===== src/rtl/lc3b_types.sv =====
// Shared types for the physical-memory arbiter: line/address widths,
// arbitration mode and FSM state encodings.
package lc3b_types;

  localparam int LC3B_ADDR_W = 16;
  localparam int LC3B_DATA_W = 256;

  typedef logic [LC3B_DATA_W-1:0] lc3b_block;

  typedef enum logic {
    ARB_FIXED = 1'b0,
    ARB_RR    = 1'b1
  } arb_mode_e;

  typedef enum logic {
    ARB_IDLE = 1'b0,
    ARB_BUSY = 1'b1
  } arb_state_e;

endpackage


===== src/rtl/rr_select.sv =====
// Combinational winner selection: fixed priority from channel 0, or a
// round-robin scan starting at ptr and wrapping past NUM_CH-1.
module rr_select
  import lc3b_types::*;
#(
  parameter int NUM_CH = 2,
  localparam int PTR_W = $clog2(NUM_CH)
) (
  input  logic [NUM_CH-1:0] req,
  input  logic [PTR_W-1:0]  ptr,
  input  arb_mode_e         mode,
  output logic [NUM_CH-1:0] gnt,
  output logic [PTR_W-1:0]  idx,
  output logic              valid
);

  always_comb begin
    int start;
    int cand;
    gnt   = '0;
    idx   = '0;
    valid = 1'b0;
    start = (mode == ARB_RR) ? int'(ptr) : 0;
    cand  = 0;
    // First requester found in scan order wins; later hits are masked by valid.
    for (int i = 0; i < NUM_CH; i++) begin
      cand = start + i;
      if (cand >= NUM_CH) cand = cand - NUM_CH;
      if (!valid && req[cand[PTR_W-1:0]]) begin
        valid                   = 1'b1;
        idx                     = cand[PTR_W-1:0];
        gnt[cand[PTR_W-1:0]]    = 1'b1;
      end
    end
  end

endmodule


===== src/rtl/pmem_arbiter_n.sv =====
// N-channel physical-memory arbiter: grants one cache channel at a time,
// forwards its line request downstream and routes the completion back.
module pmem_arbiter_n
  import lc3b_types::*;
#(
  parameter int NUM_CH  = 2,
  parameter int ADDR_W  = LC3B_ADDR_W,
  parameter int DATA_W  = $bits(lc3b_block),
  parameter int RR_MODE = 0,
  localparam int PTR_W  = $clog2(NUM_CH)
) (
  input  logic                           clk,
  input  logic                           reset_n,
  input  logic [NUM_CH-1:0]              ch_read,
  input  logic [NUM_CH-1:0]              ch_write,
  input  logic [NUM_CH-1:0][ADDR_W-1:0]  ch_address,
  input  logic [NUM_CH-1:0][DATA_W-1:0]  ch_wdata,
  output logic [DATA_W-1:0]              ch_rdata,
  output logic [NUM_CH-1:0]              ch_resp,
  output logic                           mem_read,
  output logic                           mem_write,
  output logic [ADDR_W-1:0]              mem_address,
  output logic [DATA_W-1:0]              mem_wdata,
  input  logic [DATA_W-1:0]              mem_rdata,
  input  logic                           mem_resp,
  output logic                           proto_err,
  output arb_state_e                     dbg_state,
  output logic [PTR_W-1:0]               dbg_rr_ptr
);

  localparam arb_mode_e MODE = (RR_MODE == 1) ? ARB_RR : ARB_FIXED;

  // Handshake: a channel holds ch_read/ch_write as a level request; once
  // granted, the downstream request stays up until mem_resp, and that same
  // cycle ch_resp pulses for exactly one cycle to the granted channel.
  arb_state_e               state_q, state_d;
  logic [NUM_CH-1:0]        gnt_q, gnt_d;
  logic                     op_write_q, op_write_d;
  logic [ADDR_W-1:0]        addr_q, addr_d;
  logic [DATA_W-1:0]        wdata_q, wdata_d;
  logic [PTR_W-1:0]         rr_ptr_q, rr_ptr_d;
  logic                     proto_err_q, proto_err_d;

  logic [NUM_CH-1:0]        sel_gnt;
  logic [PTR_W-1:0]         sel_idx;
  logic                     sel_valid;
  logic                     busy;

  rr_select #(.NUM_CH(NUM_CH)) u_sel (
    .req   (ch_read | ch_write),
    .ptr   (rr_ptr_q),
    .mode  (MODE),
    .gnt   (sel_gnt),
    .idx   (sel_idx),
    .valid (sel_valid)
  );

  always_ff @(posedge clk or negedge reset_n) begin
    if (!reset_n) begin
      state_q     <= ARB_IDLE;
      gnt_q       <= '0;
      op_write_q  <= 1'b0;
      addr_q      <= '0;
      wdata_q     <= '0;
      rr_ptr_q    <= '0;
      proto_err_q <= 1'b0;
    end else begin
      state_q     <= state_d;
      gnt_q       <= gnt_d;
      op_write_q  <= op_write_d;
      addr_q      <= addr_d;
      wdata_q     <= wdata_d;
      rr_ptr_q    <= rr_ptr_d;
      proto_err_q <= proto_err_d;
    end
  end

  always_comb begin
    state_d     = state_q;
    gnt_d       = gnt_q;
    op_write_d  = op_write_q;
    addr_d      = addr_q;
    wdata_d     = wdata_q;
    rr_ptr_d    = rr_ptr_q;
    proto_err_d = proto_err_q | (|(ch_read & ch_write));
    case (state_q)
      ARB_IDLE: begin
        if (sel_valid) begin
          // Write wins when a channel raises both strobes.
          gnt_d      = sel_gnt;
          op_write_d = ch_write[sel_idx];
          addr_d     = ch_address[sel_idx];
          wdata_d    = ch_wdata[sel_idx];
          state_d    = ARB_BUSY;
          if (MODE == ARB_RR) begin
            rr_ptr_d = (sel_idx == PTR_W'(NUM_CH - 1)) ? '0 : sel_idx + PTR_W'(1);
          end
        end
      end
      ARB_BUSY: begin
        if (mem_resp) state_d = ARB_IDLE;
      end
      default: state_d = ARB_IDLE;
    endcase
  end

  assign busy        = (state_q == ARB_BUSY);
  assign mem_read    = busy & ~op_write_q;
  assign mem_write   = busy & op_write_q;
  assign mem_address = addr_q;
  assign mem_wdata   = wdata_q;
  assign ch_rdata    = mem_rdata;
  assign ch_resp     = (busy && mem_resp) ? gnt_q : '0;
  assign proto_err   = proto_err_q;
  assign dbg_state   = state_q;
  assign dbg_rr_ptr  = rr_ptr_q;

endmodule


===== config.mk =====
export PLATFORM = sky130hd
export DESIGN_NAME = pmem_arbiter_n
export DESIGN_NICKNAME = d
export VERILOG_FILES = /design/src/rtl/lc3b_types.sv /design/src/rtl/rr_select.sv /design/src/rtl/pmem_arbiter_n.sv
export SDC_FILE = /design/constraint.sdc
export NUM_CORES = 1
export LEC_CHECK = 0
export CAP_MARGIN = 20
export CORE_AREA = 2 2 525 527
export CTS_CLUSTER_DIAMETER = 100
export CTS_CLUSTER_SIZE = 10
export DETAILED_ROUTE_END_ITERATION = 7
export DIE_AREA = 0 0 527 529
export GPL_ROUTABILITY_DRIVEN = 1
export HOLD_SLACK_MARGIN = 0.06
export PLACE_DENSITY = 0.31
export RECOVER_POWER = 50
export SYNTH_ARGS = -nofsm -noshare
export SYNTH_HDL_FRONTEND = slang
export SYNTH_SLANG_ARGS = --single-unit
export TNS_END_PERCENT = 30

===== constraint.sdc =====
create_clock -name clk -period 1.71 [get_ports clk]
set_input_delay 0.342 -clock clk [delete_from_list [all_inputs] [get_ports clk]]
set_output_delay 0.342 -clock clk [all_outputs]
set_load 0.005 [all_outputs]

==> flow_summary.yaml <==
outcome:
  status: "finished, violations left"
  violations: "setup timing"
timing:
  rsz0062_at_grt: "yes"
  period_needed_ns: 1.93
  fin_crit_sh: 1.13
  fin_ws_ns: -0.220
  fmax_mhz: 518
  setup_viol: 278
  drv_slew: 0
  relSlewSlack: 0.199
  hold_violations: 0
  finalClockSkew_ns: 0.0348
  worstMarginPinSlew_ns: 1.20
  tns_ns: -34.25
route:
  post-route-drc-count: 0
  post_drt_wl_per_cell_um: 27.6
  totalWireLength_um: 150000
  viasPerCell: 2.44
  firstDrtPassIters: 4
  initialDrtViolationCount: 672
  via_count: 13300
  final_antenna_net_count: 0
placement:
  portBuffers: 828
  gp_congestion: 0.801
  post-dp-hpwl_um: 130000
  placed_cells: 5358
pwr:
  power_density_nw_per_um2: 1610
  vdd_drop_max_mv: 0.612
  p_leak_nw: 9.31
logic_synthesis:
  synth_ff_type: "dfrtp_1"
  synth_area_um2: 14300
  synth.top_cell.area_share: 0.484
  ys_warn_count: 0
  syn_area_per_cell_um2: 11.8
  syn_inst: 1219
  synthArstFlopShare: 1.00
  ys_seq_area_frac: 0.484
  synth.distinct_cells: 23
  ys_ff_latch: 277
  synth_nets: 2026
  synthTopCellsByArea: "dfrtp_1 (48%), o221a_2 (20%), buf_4 (13%), or3_1 (12%), clkbuf_1 (1.8%)"
  synth_edf_count: 0
  synth_area_leader_cell: "dfrtp_1"
global_routing:
  grt_pass1_vias: 14300
  grt_usage: 0.103
  overflow: 0
  grt_pass1_wl_um: 183000
  antenna_found_initial: 10
  grt_max_degree: 99
hold_path:
  hp-class: "in -> reg"
  hp-start: "ch_wdata[338]"
  worstHoldEndpoint: "mem_wdata[82]$_DFFE_PN0P_"
  worstHoldPathCells: 2
die:
  die_y_um: 529
  std_cell_rows: 192
  die_w_um: 527
  core_um2: 273000
  die_area_um2: 279000
  start_util: 0.0525
  boundaryPins: 1342
cells_and_area:
  multi_input_area_um2: 4920
  fillers: 31300
  drive_gt1_frac: 0.345
  nets: 2647
  mostFrequentLayoutCells: "clkdlybuf4s50_1 (549), or3_1 (272), o221a_2 (250), dfrtp_1 (231), buf_4 (97)"
  final_common_cell: "clkdlybuf4s50_1"
  seqCellArea_um2: 6990
  layout.cells.non_filler: 5446
  area_growth_syn_to_layout_pct: 91.5
critical_path:
  cp-start-kind: "register"
  path_cells: "buf_4 > and3_1 > buf_2"
  reg2reg_from: "dbg_state$_DFF_PN0_"
  required_ns: 1.37
  r2r-end: "mem_wdata[105]$_DFFE_PN0P_"
  cp_slowest_cell: "dfrtp_4"
  crit_path_end_kind: "primary output"
  critPathKind: "reg -> out"
  critPathMaxFanout: 4
  cpPeakStageDelay_ns: 0.52
  crit_arrival_ns: 1.59
  reg2reg_depth: 6
  rrSetupSlack_ns: -0.20
run:
  maxCapViolations: 0
clock_network:
  cts_root_buf: "clkbuf_16"
  numClockSinks: 277
  worstSkewPairLatency_ns: 0.63
  cts_made_buffers: 37
  htreeDepth: 2
  clock_tree.buffer_depth: 3
  cts_tree: "done"
  cts.reportedPaths.clkPinSlew_ns: 0.06
cells by family (layout without fill, tap and decap cells):
| logic type | Yosys count | after routing | share of synthesized area |
|---|---|---|---|
| buffers and inverters | 382 | 1015 | 0.176 |
| AO/OA/AOI/OAI | 279 | 279 | 0.218 |
| AND/OR/NAND/NOR | 279 | 279 | 0.122 |
| flip-flops | 277 | 277 | 0.484 |
| other | 1 | 6 | 0.000262 |
| multiplexers | 1 | 1 | 0.000698 |
power by group:
group          switching [mW]  internal [mW]
Combinational            10.7           12.2
Sequential               3.44           9.89
Clock                    3.62           4.26
Total                    17.7           26.4
metrics by stage:
stage / area, µm² / util / power [mW] / hold WS [ns] / worst slack, ns
6_report: 27500 / 0.101 / 44.1 / 0.345 / -0.220
5_1_grt: 27400 / 0.101 / 47.5 / 0.289 / -0.298
4_1_cts: 27500 / 0.101 / 46.0 / 0.247 / -0.310
3_5_place_dp: 26300 / 0.0963 / 38.0 / 0.412 / -0.539
3_3_place_gp: 26300 / 0.0963 / 38.0 / 0.409 / -0.542
2_1_floorplan: 14300 / - / 19.4 / 0.0464 / 0.136
synthesized netlist by cell type (all sizes together) (2+ instances only):
cell	n
a21oi	2
and3	2
buf	308
clkbuf	70
dfrtp	277
inv	4
nor2	2
o221a	272
or3	272
worst max path at each step:
stage	from	to	slack (ns)	depth (start not counted)
final	dbg_state$_DFF_PN0_	ch_resp[1]	-0.22	3
after global routing	dbg_state$_DFF_PN0_	ch_resp[1]	-0.30	3
after CTS	dbg_state$_DFF_PN0_	ch_resp[1]	-0.31	3
after detailed placement	ch_write[0]	mem_wdata[56]$_DFFE_PN0P_	-0.54	7
after global placement	ch_write[0]	mem_wdata[58]$_DFFE_PN0P_	-0.54	7
after floorplan	dbg_state$_DFF_PN0_	mem_wdata[232]$_DFFE_PN0P_	0.14	7
metal layers:
layer  share of wire  global-route usage  routed length, µm
met1            0.31              0.0921              46700
met2            0.49               0.177              73500
met3            0.16              0.0710              23400
met4           0.043              0.0424               6420
met5         0.00066             0.00260                 99
registers in the layout, summed over array words and instances (netlist names):
| name | count |
|---|---|
| mem_address | 16 |
| mem_wdata | 256 |
| gnt_q | 2 |
| dbg_state | 1 |
| proto_err | 1 |
| op_write_q | 1 |
layout make-up:
| cell class | instances | area share |
|---|---|---|
| antenna | 5 | 0.000456 |
| clock buffer | 42 | 0.0359 |
| clock inverter | 9 | 0.00419 |
| inverter | 4 | 0.000547 |
| multi-input combinational | 560 | 0.179 |
| sequential | 277 | 0.255 |
| tap | 3589 | 0.164 |
| timing repair buffer | 960 | 0.362 |
worst max-delay path: cells and delay by family (launching register included):
| kind | cells | cell delay (ns) |
|---|---|---|
| buf+inv | 2 | 0.30 |
| flops | 1 | 0.52 |
| simple gates | 1 | 0.14 |
repair_timing:
item,CTS,global route
hold endpoints to repair,14,0
endpoints found under the setup margin,459,279
buffers inserted,27,2
pin swaps,0,0
hold buffers,1,0
cloned,1,1
resized for setup,569,12
No activity file was read; power rests on OpenSTA's default activity.
